<file path="src/rtl/inc_seq_pkg.sv">
// Shared constants and state encoding for the multi-cycle arithmetic units.
package inc_seq_pkg;
   localparam int INC_WIDTH = 20;
   localparam int INC_CHUNK = 4;

   typedef enum logic {
      INC_IDLE = 1'b0,
      INC_RUN  = 1'b1
   } inc_state_e;
endpackage

</file>
<file path="src/rtl/inc_seq_add_half.sv">
// One-bit half-adder cell; chained to form the per-cycle slice incrementer.
module add_half (
   input  logic x,
   input  logic cin,
   output logic s,
   output logic cout
);
   assign s    = x ^ cin;
   assign cout = x & cin;
endmodule

</file>
<file path="src/rtl/inc_seq.sv">
// Multi-cycle ripple incrementer: out = a + 1, one CHUNK-bit slice per RUN cycle,
// optionally stopping once the carry dies out.
module inc_seq
   import inc_seq_pkg::*;
#(
   parameter int WIDTH      = INC_WIDTH,
   parameter int CHUNK      = INC_CHUNK,
   parameter int EARLY_EXIT = 1
) (
   input  logic             clk,
   input  logic             rst,
   input  logic             start,
   input  logic [WIDTH-1:0] a,
   output logic [WIDTH-1:0] out,
   output logic             cout,
   output logic             busy,
   output logic             done
);
   localparam int NCHUNK = WIDTH / CHUNK;
   localparam int IDXW   = (NCHUNK > 1) ? $clog2(NCHUNK) : 1;

   inc_state_e       state_q, state_d;
   logic [WIDTH-1:0] out_q, out_d;
   logic [IDXW-1:0]  idx_q, idx_d;
   logic             carry_q, carry_d;
   logic             cout_q, cout_d;
   logic             busy_q, busy_d;
   logic             done_q, done_d;

   logic [31:0]      base;
   logic [CHUNK-1:0] slice_in;
   logic [CHUNK-1:0] slice_sum;
   logic [CHUNK:0]   c_chain;
   logic             last_chunk;

   assign base       = 32'(idx_q) * 32'(CHUNK);
   assign slice_in   = out_q[base +: CHUNK];
   assign c_chain[0] = carry_q;
   assign last_chunk = (idx_q == IDXW'(NCHUNK - 1));

   for (genvar g = 0; g < CHUNK; g++) begin : g_ha
      add_half u_ha (
         .x    (slice_in[g]),
         .cin  (c_chain[g]),
         .s    (slice_sum[g]),
         .cout (c_chain[g+1])
      );
   end

   always_comb begin
      state_d = state_q;
      out_d   = out_q;
      idx_d   = idx_q;
      carry_d = carry_q;
      cout_d  = cout_q;
      busy_d  = busy_q;
      done_d  = 1'b0;
      case (state_q)
         INC_IDLE: begin
            if (start) begin
               out_d   = a;
               carry_d = 1'b1;
               idx_d   = '0;
               cout_d  = 1'b0;
               busy_d  = 1'b1;
               state_d = INC_RUN;
            end
         end
         INC_RUN: begin
            out_d[base +: CHUNK] = slice_sum;
            carry_d              = c_chain[CHUNK];
            // Upper slices still hold a, so stopping on a dead carry is exact.
            if (last_chunk || ((EARLY_EXIT != 0) && !c_chain[CHUNK])) begin
               cout_d  = last_chunk & c_chain[CHUNK];
               busy_d  = 1'b0;
               done_d  = 1'b1;
               state_d = INC_IDLE;
            end else begin
               idx_d = idx_q + IDXW'(1);
            end
         end
         default: state_d = INC_IDLE;
      endcase
   end

   always_ff @(posedge clk or posedge rst) begin
      if (rst) begin
         state_q <= INC_IDLE;
         out_q   <= '0;
         idx_q   <= '0;
         carry_q <= 1'b0;
         cout_q  <= 1'b0;
         busy_q  <= 1'b0;
         done_q  <= 1'b0;
      end else begin
         state_q <= state_d;
         out_q   <= out_d;
         idx_q   <= idx_d;
         carry_q <= carry_d;
         cout_q  <= cout_d;
         busy_q  <= busy_d;
         done_q  <= done_d;
      end
   end

   assign out  = out_q;
   assign cout = cout_q;
   assign busy = busy_q;
   assign done = done_q;
endmodule

</file>
<file path="config.mk">
export PLATFORM = sky130hd
export DESIGN_NAME = inc_seq
export DESIGN_NICKNAME = d
export VERILOG_FILES = /design/src/rtl/inc_seq_pkg.sv /design/src/rtl/inc_seq_add_half.sv /design/src/rtl/inc_seq.sv
export SDC_FILE = /design/constraint.sdc
export NUM_CORES = 1
export LEC_CHECK = 0
export CORE_ASPECT_RATIO = 2
export CORE_MARGIN = 1.5
export CORE_UTILIZATION = 51
export DETAILED_ROUTE_END_ITERATION = 6
export GPL_ROUTABILITY_DRIVEN = 0
export GPL_TIMING_DRIVEN = 0
export PLACE_DENSITY = 0.95
export SLEW_MARGIN = 30
export SYNTH_ARGS = -nofsm -noshare
export SYNTH_HDL_FRONTEND = slang
export SYNTH_SLANG_ARGS = --single-unit
</file>
<file path="constraint.sdc">
create_clock -name clk -period 3.6 [get_ports clk]
set_input_delay 0.72 -clock clk [delete_from_list [all_inputs] [get_ports clk]]
set_output_delay 0.72 -clock clk [all_outputs]
set_load 0.05 [all_outputs]
</file>
==> results.txt <==
Layout cells sized above 1 -> 0.0905
Fillers -> 219
Largest net degree at the start of global routing -> 29
Worst vdd ir -> 0.843 mV
Vias in the first global route -> 1549
Rows -> 29
Max incr delay on CP -> 0.51 ns
Synth unique cells -> 34
TritonCTS Buffers -> 3
DPL Wire Length -> 3440 µm
Sequential cell area -> 701 µm²
Period minus WS final -> 2.73 ns
Initial detailed-routing violation count -> 67
Avg Vias per Cell -> 6.46
Setup TNS -> 0 ns
Leakage -> 0.000986 µW
Clock root cell -> clkbuf_8
Pwr dens -> 1050 mW/mm²
H-tree lvl count -> 1
Fmax -> 0.366 GHz
Clk_lat worst skew -> 0.28 ns
Slew Viols, Final -> 0
Simple-Gate Fraction of Synth Area -> 0.215
Post-synth EDFFs -> 0
Period Utilization, post-route -> 0.759
Die Span Y -> 83.9 µm
CTS max path bufs -> 2
Routed vias -> 1627
Synthesized area -> 0.00167 mm²
WL per Instance -> 18.2 µm
HP Class -> flip-flop to flip-flop
Seq/Total Area, Yosys -> 0.419
Worst slew margin -> 0.599
Initial core utilization -> 0.529
Skew final -> 0.00408 ns
I/O Buffers -> 45
Synthesized net count -> 206
GRT Overall Usage -> 0.265
Syn avg cell area -> 9.71 µm²
Hold Crit Start -> out[16]
Outcome -> finished, final reports clean
Crit Path Class -> flip-flop to flip-flop
Critical path fanouts, max -> 8
Post-synthesis adder-cell area fraction -> 0.0824
Global-route wire length before repair -> 7330 µm
Area of the multi-input gates -> 896 µm²
Commonest non-fill, non-tap cell in the layout -> clkdlybuf4s50_1
Drt first pass iters -> 4
Endpoints failing hold -> 0
Routed wire length -> 4580 µm
Critical Path RT -> 3.76 ns
Core footprint -> 0.00316 mm²
Die area -> 0.00365 mm²
Placed Instances -> 248
Slew @ Worst Pin -> 0.600 ns
Global route overflow -> 0
R2r startpoint -> idx_q[1]
Asr flop ratio synth -> 1.00
CP arrival -> 2.89 ns
Residual DRC -> 0
Area Growth Syn to Fin -> 32.6%
Largest family of logic cells by synthesized area -> simple AND/OR/NAND/NOR gates
Antenna viol nets, final -> 0
Non-filler cells, final -> 252
Final net count -> 256
MaxCap Viol Count -> 0
Synth Instances -> 172
Post-layout util -> 0.702
Synth Register Bits -> 28
Pwr Total -> 2330 µW
Worst Setup SP -> idx_q[1]
Multiplexer share of the synthesized area -> 0.0607
RSZ-0062 raised after global routing -> no
Final setup vio count -> 0
Sink Count -> 28
Complex-gate fraction of the synthesized area -> 0.178
Post-CTS Setup Repair Bufs -> 0
# IOs -> 46
Xor and xnor area share after synthesis -> 0
Synth warnings -> 0
Critical-path cell list -> buf_4 > mux4_2 > nand2_1 > nand2_1 > ha_1 > ha_1 > ha_1 > ha_1 > a211oi_1 > a31oi_1
Ys flop type -> dfrtp_1
Most frequent cells in the layout -> 45 x clkdlybuf4s50_1, 28 x dfrtp_1, 26 x nand2_1
Critical Path Sink Type -> flip-flop
Top delay family on crit path -> adder cells
Post-CTS Resized -> 0
Startpoint types -> flip-flop
CP bufs+invs -> 1
CTS tree -> done
Initial antenna violation count -> 0
Worst path slowest cell -> mux4_2
CTS Hold Buffers Added -> 0
Ant diodes -> 0
Die width -> 43.5 µm
Worst-path clk slew -> 0.10 ns
Cell mode on critical path -> ha_1
==> final cells by class <==
cell class | count | area share
Clock buffer | 4 | 0.0249
Inverter | 9 | 0.0153
Timing Repair Buffer | 45 | 0.203
Tap cell | 31 | 0.0175
Sequential cell | 28 | 0.316
Multi-Input combinational cell | 128 | 0.405
Buffer | 7 | 0.0181
==> flip-flops by register name (all words and copies together), names as in the netlist <==
register	cells
done	1
busy	1
out	20
cout	1
carry_q	1
idx_q	3
state_q	1
==> cell usage after synthesis, types with 2 or more instances <==
cell | number | area share
nor2b_1 | 5 | 0.019
ha_1 | 11 | 0.082
inv_1 | 9 | 0.020
buf_2 | 2 | 0.0060
nand3_1 | 9 | 0.027
nor3_1 | 8 | 0.024
a21o_1 | 5 | 0.022
a32oi_1 | 4 | 0.021
a211oi_1 | 2 | 0.0090
dfrtp_1 | 28 | 0.42
a21oi_1 | 4 | 0.012
nand2_1 | 26 | 0.058
a221o_1 | 4 | 0.024
and3_1 | 5 | 0.019
nor2_1 | 12 | 0.027
buf_4 | 3 | 0.013
clkbuf_1 | 2 | 0.0045
a31oi_1 | 5 | 0.019
a22o_1 | 4 | 0.021
mux4_2 | 4 | 0.054
o21ai_0 | 7 | 0.021
==> through the flow <==
step	instance area (µm²)	setup WS [ns]	hold slack [ns]
global placement	2160	0.980	0.485
finish	2210	0.867	0.511
detailed placement	2160	0.936	0.492
floorplan	1670	1.13	0.510
global route	2210	0.758	0.526
CTS	2210	0.919	0.514
==> logic make-up (layout without fill, tap and decap cells) <==
| family | Yosys count | count (layout) |
|---|---|---|
| muxes | 5 | 5 |
| adders and majority gates | 11 | 11 |
| and+or+nand+nor | 72 | 72 |
| AOI/OAI and AO/OA | 40 | 40 |
| DFF | 28 | 28 |
| buffers and inverters | 16 | 65 |
==> worst paths after layout <==
path / end / slack (ns) / depth (start not counted)
max: out[11] / 0.87 / 10
min: out[16] / 0.51 / 1
max reg2reg: out[11] / 0.87 / 10
min reg2reg: out[16] / 0.51 / 1
max in group asynchronous: out[15] / 2.39 / 2
min in group asynchronous: state_q / 0.81 / 2
==> where the power goes <==
part / switching [µW] / internal [µW] / leakage [µW]
Sequential: 127 / 457 / 0.000346
Combinational: 987 / 560 / 0.000611
Clock: 103 / 98.2 / 0.0000288
Total: 1220 / 1110 / 0.000986
==> routing by layer <==
| metal | global-route usage | share of wire | vias up |
|---|---|---|---|
| met5 | 0 | 0 | - |
| met1 | 0.300 | 0.36 | 757 |
| met2 | 0.442 | 0.51 | 118 |
| met3 | 0.0455 | 0.069 | 26 |
| met4 | 0.163 | 0.060 | 0 |
| li1 | - | - | 726 |
No activity file was read; power rests on OpenSTA's default activity.
